<file path="src/rtl/spectrum_pkg.sv">
// Shared constants and types for the spectrum store write/read stages.
// Latency: n/a (types and constants only).
// Backpressure: n/a.
package spectrum_pkg;

  localparam int N_BINS      = 1024;
  localparam int SPEC_ADDR_W = $clog2(N_BINS);
  localparam int SPEC_DATA_W = 16;
  localparam int SPEC_IN_W   = 24;
  localparam int SPEC_SHIFT  = 8;
  localparam int SPEC_DEC_W  = 4;

  typedef enum logic [1:0] {
    IDLE    = 2'd0,
    CAPTURE = 2'd1,
    SKIP    = 2'd2
  } spec_state_e;

  // One write-port transaction towards the spectrum store.
  typedef struct packed {
    logic                   we;
    logic [SPEC_ADDR_W-1:0] addr;
    logic [SPEC_DATA_W-1:0] data;
  } spec_wr_t;

endpackage

</file>
<file path="src/rtl/spec_sat_shift.sv">
// Right-shift an unsigned magnitude and saturate it to OUT_W bits.
// Latency: combinational.
// Backpressure: none (pure function of din).
module spec_sat_shift #(
  parameter int IN_W  = 24,
  parameter int OUT_W = 16,
  parameter int SHIFT = 8
) (
  input  logic [IN_W-1:0]  din,
  output logic [OUT_W-1:0] dout
);

  logic [IN_W-1:0] shifted;

  // Shift first, then clamp anything that no longer fits in OUT_W bits.
  always_comb begin
    shifted = din >> SHIFT;
    if (|(shifted >> OUT_W)) begin
      dout = '1;
    end else begin
      dout = shifted[OUT_W-1:0];
    end
  end

endmodule

</file>
<file path="src/rtl/spectrum_wr_ctrl.sv">
// Frames the FFT magnitude stream on SOP/EOP and writes scaled bins into the spectrum store.
// Latency: wea/addra/dina and frame_done/err_* registered, 1 cycle after the beat.
// Backpressure: none; every valid beat is consumed. SPEC_DECIM_EN adds frame decimation via dec_ratio.
module spectrum_wr_ctrl
  import spectrum_pkg::*;
#(
  parameter int IN_W  = SPEC_IN_W,
  parameter int SHIFT = SPEC_SHIFT
) (
  input  logic                   clk,
  input  logic                   rst_n,
  input  logic                   freeze,
  input  logic                   s_valid,
  input  logic                   s_sop,
  input  logic                   s_eop,
  input  logic [IN_W-1:0]        s_data,
`ifdef SPEC_DECIM_EN
  input  logic [SPEC_DEC_W-1:0]  dec_ratio,
`endif
  output logic                   wea,
  output logic [SPEC_ADDR_W-1:0] addra,
  output logic [SPEC_DATA_W-1:0] dina,
  output logic                   frame_done,
  output logic                   busy,
  output logic                   err_short,
  output logic                   err_long
);

  // One extra bit so the counter can represent "one past the last bin".
  localparam int                CNT_W    = SPEC_ADDR_W + 1;
  localparam logic [CNT_W-1:0]  LAST_BIN = CNT_W'(N_BINS - 1);
  localparam logic [CNT_W-1:0]  FULL_BIN = CNT_W'(N_BINS);

  spec_state_e            state_q, state_d;
  logic [CNT_W-1:0]       bin_q, bin_d;
  spec_wr_t               wr_q, wr_d;
  logic                   done_q, done_d;
  logic                   short_q, short_d;
  logic                   long_q, long_d;
  logic                   busy_q, busy_d;
  logic [SPEC_DATA_W-1:0] sat_dat;
  logic                   sop_beat;
  logic                   selected;
  logic                   accept;

  spec_sat_shift #(
    .IN_W  (IN_W),
    .OUT_W (SPEC_DATA_W),
    .SHIFT (SHIFT)
  ) u_sat (
    .din  (s_data),
    .dout (sat_dat)
  );

  assign sop_beat = s_valid & s_sop;

`ifdef SPEC_DECIM_EN
  logic [SPEC_DEC_W-1:0] dec_cnt_q, dec_cnt_d;
  logic [SPEC_DEC_W-1:0] dec_lim_q, dec_lim_d;
  logic [SPEC_DEC_W-1:0] dec_lim_eff;

  // Decimation counter: steps on every SOP; the ratio is latched at the start of each period.
  always_comb begin
    dec_lim_eff = (dec_cnt_q == '0) ? dec_ratio : dec_lim_q;
    dec_cnt_d   = dec_cnt_q;
    dec_lim_d   = dec_lim_q;
    if (sop_beat) begin
      dec_lim_d = dec_lim_eff;
      dec_cnt_d = (dec_cnt_q >= dec_lim_eff) ? '0 : dec_cnt_q + 1'b1;
    end
  end

  assign selected = (dec_cnt_q == '0);
`else
  assign selected = 1'b1;
`endif

  // Freeze only matters at the SOP that would start a frame.
  assign accept = sop_beat & ~freeze & selected;

  // Next-state, bin counter and write-port computation.
  always_comb begin
    state_d = state_q;
    bin_d   = bin_q;
    wr_d    = wr_q;
    wr_d.we = 1'b0;
    done_d  = 1'b0;
    short_d = 1'b0;
    long_d  = 1'b0;

    if (s_valid) begin
      if (s_sop) begin
        // A SOP inside a frame truncates it; the new frame faces the same accept rule.
        if (state_q == CAPTURE) begin
          short_d = 1'b1;
        end
        if (accept) begin
          wr_d.we   = 1'b1;
          wr_d.addr = '0;
          wr_d.data = sat_dat;
          if (s_eop) begin
            done_d  = (N_BINS == 1);
            short_d = (N_BINS > 1);
            state_d = IDLE;
            bin_d   = '0;
          end else begin
            state_d = CAPTURE;
            bin_d   = CNT_W'(1);
          end
        end else begin
          state_d = s_eop ? IDLE : SKIP;
          bin_d   = '0;
        end
      end else begin
        case (state_q)
          CAPTURE: begin
            if (bin_q == FULL_BIN) begin
              // First beat past the store: flag once, drop the rest of the frame.
              long_d  = 1'b1;
              state_d = s_eop ? IDLE : SKIP;
              bin_d   = '0;
            end else begin
              wr_d.we   = 1'b1;
              wr_d.addr = bin_q[SPEC_ADDR_W-1:0];
              wr_d.data = sat_dat;
              if (s_eop) begin
                done_d  = (bin_q == LAST_BIN);
                short_d = (bin_q != LAST_BIN);
                state_d = IDLE;
                bin_d   = '0;
              end else begin
                bin_d = bin_q + 1'b1;
              end
            end
          end
          SKIP: begin
            if (s_eop) begin
              state_d = IDLE;
            end
          end
          default: begin
            // IDLE: beats without SOP belong to no frame.
          end
        endcase
      end
    end

    busy_d = (state_d == CAPTURE);
  end

  // FSM, counters and registered outputs.
  always_ff @(posedge clk or negedge rst_n) begin
    if (!rst_n) begin
      state_q   <= IDLE;
      bin_q     <= '0;
      wr_q      <= '0;
      done_q    <= 1'b0;
      short_q   <= 1'b0;
      long_q    <= 1'b0;
      busy_q    <= 1'b0;
`ifdef SPEC_DECIM_EN
      dec_cnt_q <= '0;
      dec_lim_q <= '0;
`endif
    end else begin
      state_q   <= state_d;
      bin_q     <= bin_d;
      wr_q      <= wr_d;
      done_q    <= done_d;
      short_q   <= short_d;
      long_q    <= long_d;
      busy_q    <= busy_d;
`ifdef SPEC_DECIM_EN
      dec_cnt_q <= dec_cnt_d;
      dec_lim_q <= dec_lim_d;
`endif
    end
  end

  assign wea        = wr_q.we;
  assign addra      = wr_q.addr;
  assign dina       = wr_q.data;
  assign frame_done = done_q;
  assign busy       = busy_q;
  assign err_short  = short_q;
  assign err_long   = long_q;

endmodule

</file>
<file path="config.mk">
export PLATFORM = sky130hd
export DESIGN_NAME = spectrum_wr_ctrl
export DESIGN_NICKNAME = d
export VERILOG_FILES = /design/src/rtl/spectrum_pkg.sv /design/src/rtl/spec_sat_shift.sv /design/src/rtl/spectrum_wr_ctrl.sv
export SDC_FILE = /design/constraint.sdc
export NUM_CORES = 1
export LEC_CHECK = 0
export ABC_AREA = 1
export CORE_MARGIN = 1
export CORE_UTILIZATION = 47
export CTS_CLUSTER_DIAMETER = 40
export DETAILED_ROUTE_END_ITERATION = 12
export PLACE_DENSITY = 0.79
export SKIP_CTS_REPAIR_TIMING = 1
export SYNTH_ARGS = -nofsm -noshare
export SYNTH_HDL_FRONTEND = slang
export SYNTH_SLANG_ARGS = --single-unit
</file>
<file path="constraint.sdc">
create_clock -name clk -period 1.75 [get_ports clk]
set_input_delay 0.35 -clock clk [delete_from_list [all_inputs] [get_ports clk]]
set_output_delay 0.35 -clock clk [all_outputs]
set_load 0.005 [all_outputs]
</file>
# Word level (Yosys, flattened, before mapping)
# Index checks and enable logic that the tools add are counted.
# word_totals
regBits	44
wordCells	60
out_inout_bits	31
# op_classes
bitwise_logic	3
eq_ne	8
n_mux	36
reduce_logical	3
n_addsub	1
# op_table
op	n
$mux 27	5
$mux 11	5
$mux 1	19
$mux 2	6
$add 11x1->11 const B	1
$eq 11x10->1 const B	1
$eq 11x11->1 const B	1
$ne 11x10->1 const B	1
$eq 2x1->1 const B	2
$pmux 2 s2	1
$reduce_and 4->1	1
$and 1x1->1	2
$eq 2x2->1 const B	1
$ne 2x1->1 const B	1
$ne 2x2->1 const B	1
$reduce_and 2->1	1
$reduce_bool 2->1	1
$not 1->1	1

# Depth between registers and ports, before layout
# depth
depth_word	6
ltp_mapped	13
mapped_depth_nobuf	13

# By module
# From an unflattened synthesis, not the netlist that was laid out.
# hier_totals
cells_unflattened	256
hier_area_um2	2192.1
# modules_own_cells
module	area_each_um2	cells_each	instances
spectrum_wr_ctrl	2072.0	240	1
spec_sat_shift	120.1	16	1

# Least setup slack after synthesis
# No wires, ideal clock.
# synth_timing
path_type	register to register
start	register state_q[1]
end	register bin_q[9]
synth_period_minus_slack_ns	1.575
n_path_buf	0
arrival_time_ns	1.458
stages_incl_launch_ff	12
path_slack_ns	0.175
t_required_ns	1.633
setup_time_ns	0.117
cell_sequence	dfrtp_1 > inv_1 > ha_1 > nand2_2 > nand2_4 > inv_4 > nor2_4 > nand3_2 > nor4_2 > nand2_1 > nand2_1 > nor2_1
# synth_between
elab_chain_len	3
# synth_lines
element	line	rtl
start: declaration	spectrum_wr_ctrl.sv:34	spec_state_e state_q, state_d;
start signal: assignment	spectrum_wr_ctrl.sv:166	state_q <= state_d;
$eq 2x1->1	spectrum_wr_ctrl.sv:115	case (state_q)
$reduce_bool 2->1 (no source line)	-	
$reduce_and 2->1 (no source line)	-	
end signal: assignment	spectrum_wr_ctrl.sv:167	bin_q <= bin_d;
end: declaration	spectrum_wr_ctrl.sv:35	logic [CNT_W-1:0] bin_q, bin_d;
# Every way passes these cells.
# A chain may end at the register's enable or synchronous reset.

# Worst setup path after layout
# layout_timing
start	register bin_q[1]
end	register bin_q[7]
# layout_between
elab_chain_len	5
elab_cells_between_ends	6
# layout_lines
element	line	rtl
$add 11x1->11	spectrum_wr_ctrl.sv:132	bin_d = bin_q + 1'b1;
$mux 11	spectrum_wr_ctrl.sv:126	if (s_eop) begin
$mux 11 *	spectrum_wr_ctrl.sv:117	if (bin_q == FULL_BIN) begin
$mux 11 *	spectrum_wr_ctrl.sv:115	
$mux 11 *	spectrum_wr_ctrl.sv:92	if (s_sop) begin
# Every way passes the cells marked *; elsewhere a longest branch is shown, timed or not. The select of a mux whose other input is x is not followed.

==> summary.txt <==
Status
  – Status: completed

Placed design
  – Pre-CTS WS: -0.1379 ns
  – HPWL after DPL: around 3400 um
  – Placed insts: 380
  – Port-buffer cells: 52
  – Placed Area: roughly 2900 um^2
  – Final weighted congestion in routability-driven placement: 0.9001

Routing
  – Drt pass-1 iters: 4
  – WL per Instance: approximately 12 um
  – Initial DRC Count: 85
  – DR vias/cell: ~5
  – Drc violations: 0
  – Total number of vias: ~2000
  – ANT nets after route: 0
  – Post-Route WL: 4657 um

GRT
  – Initial antenna violation count: 0
  – Largest net degree at the start of global routing: 45
  – Vias in the first global route: approximately 1900
  – First-pass GRT wire length: between 7000 and 8000 um
  – GRT overflow: 0
  – GRT Total Usage: 0.2098

Timing
  – Layout Skew: between 0.002 and 0.0025 ns
  – Final hold slack: ~0.12 ns
  – Fmax: roughly 0.6 GHz
  – Final worst slack: roughly 0.092 ns
  – Max-slew violations: 0
  – Post-layout min period: approximately 1.7 ns
  – Hold Violations, Final: 0
  – Endpoints failing setup: 0
  – Final worst-path cycle share: 0.9477
  – Worst Max-Slew Pin Slew: 0.5370 ns
  – Worst slew margin: 0.6420

Critical path
  – Setup crit end: bin_q[7]
  – CP endpoint kind: flip-flop
  – Worst r2r src: bin_q[1]
  – Worst r2r path cells: 10
  – R2R Path End: bin_q[7]
  – Critical Path Start: bin_q[1]
  – Crit path launch type: flip-flop
  – Required time worst endpoint: just under 2 ns
  – Critical path arrival: roughly 1.8 ns
  – WS Path Type: reg2reg
  – Critical Path Fanout Max: 6
  – Setup slack, reg-to-reg: 0.09 ns

Pwr
  – Net Switching: between 600 and 700 uW
  – Clk network pwr share: 0.290
  – Switching share of power: 0.2630
  – Lkg Pwr: 0.001505 uW
  – Sequential share of power: 0.451
  – Peak VDD IR: approximately 0.43 mV
  – P_int: 1922 uW
  – Gate power share: 0.259
  – Power Density: approximately 840 nW/um^2
  – Overall power: ~2600 uW

Clock network
  – CTS Buf Count: 5
  – Clk buf depth: 2
  – CTS tree: done
  – H-tree lvl count: 2
  – CTS sink count: between 40 and 50
  – Skew-Pair Late Insertion Delay: around 0.29 ns
  – Clk slew on worst S/H paths: 0.08 ns
  – CTS root buffer: clkbuf_8

Cells and area
  – Area grow syn2layout: 46.30%
  – Most common cell after layout, fill and taps aside: nand2_1
  – Most frequent cells in the layout: nand2_1, clkdlybuf4s50_1, dfrtp_1
  – Final instance area: a little over 3000 um^2
  – Ratio of cells with drive above 1 in the final layout: 0.2029
  – Antenna Cells: 0
  – Non-filler cells, final: roughly 400
  – Nets@finish: around 370

Job
  – Max-cap violations: 0

Floorplan
  – Die W: between 60 and 70 um
  – Core outline area: between 4000 and 5000 um^2
  – I/O pin count: 61
  – Rows: 24
  – DIE AREA: 4763 um^2
  – Die H: roughly 69 um
  – Starting Density: 0.4881

Worst hold path
  – Hold WC Path Type: in2async

Logic synthesis
  – Cell taking the most area after synthesis: dfrtp_1
  – Seq/Total Area, Yosys: 0.5216
  – Seq cells post-synth: 44
  – Distinct cell type count after synthesis: 34
  – Cells after synthesis: 251
  – Post-Syn Area: between 2000 and 2500 um^2
  – Post-synth top area share: 0.5216
  – Avg Cell Area, Syn: 8.409 um^2
  – Yosys Warn Count: 0
  – Syn_nets: roughly 290
  – Main area contributors after synthesis: dfrtp_1, nand2_1, nand3_1, nor2_1, inv_1
-- logic make-up after synthesis --
logic type                 synth area share
AOI/OAI and AO/OA                   0.04505
DFF                                  0.5216
and+or+nand+nor                      0.3272
adders and majority gates           0.02371
xor gates and xnor gates            0.01245
buffers and inverters               0.06994
-- worst max-delay path, stage by stage, from the launching register on --
cell	delay, ns
dfrtp_1	0.39
inv_1	0.11
ha_4	0.15
nand2_2	0.07
nor3_2	0.12
nand3_1	0.11
nand2_2	0.11
inv_2	0.06
a21oi_4	0.26
buf_6	0.14
nor3b_2	0.03
-- flip-flops by register name (all words and copies together) (netlist names) --
name,flops
dina,16
bin_q,11
addra,10
state_q,2
busy,1
err_long,1
err_short,1
frame_done,1
wea,1
-- Yosys cell counts, drive strengths merged --
library cell	number
a21oi	4
a22oi	1
a31oi	1
buf	6
clkinv	3
dfrtp	44
ha	4
inv	21
nand2	96
nand3	19
nand4	4
nor2	23
nor3	6
nor3b	3
nor4	3
o21ai	7
o31ai	2
or2	1
xor2	3
-- layer usage --
metal  wire (um)  part of all wire  global-route usage  vias to the layer above
met5           0                 0                   0                        -
met4          74             0.016             0.07256                        0
met3         239             0.051             0.05556                        7
met2        2299              0.49              0.3581                       57
met1        2043              0.44              0.2561                      914
li1            -                 -                   -                      973
-- cell type report --
type,count,area (um^2)
Tap cell,52,65.06
Timing Repair Buffer,87,827.0
Inverter,24,93.84
Multi-Input combinational cell,177,893.4
Fill cell,341,1236
Clock inverter,2,35.03
Sequential cell,44,1101
Clock buffer,6,72.57
-- power by group through the flow --
stage          sequential [uW]  clock [uW]  combinational [uW]
2_1_floorplan             1210           0                 252
3_3_place_gp              1190           0                 628
3_5_place_dp              1200           0                 645
4_1_cts                   1180         788                 648
5_1_grt                   1190         823                 750
6_report                  1180         755                 676
-- how the worst min path moves through the flow --
stage,slack [ns],from,depth (start not counted),endpoint
final,0.12,rst_n,2,dina[2]
after global routing,0.16,rst_n,2,dina[2]
after CTS,0.14,rst_n,2,dina[2]
after detailed placement,0.46,rst_n,2,dina[2]
after global placement,0.45,rst_n,2,dina[2]
after floorplan,0.05,rst_n,0,addra[0]
-- stage by stage --
step	TNS (ns)	util
final	0	0.7141
after detailed placement	-2.943	0.6725
after global routing	-0.002181	0.7141
after global placement	-2.566	0.6725
after floorplan	0	-
after CTS	0	0.6973
(Power assumes the default switching activity.)
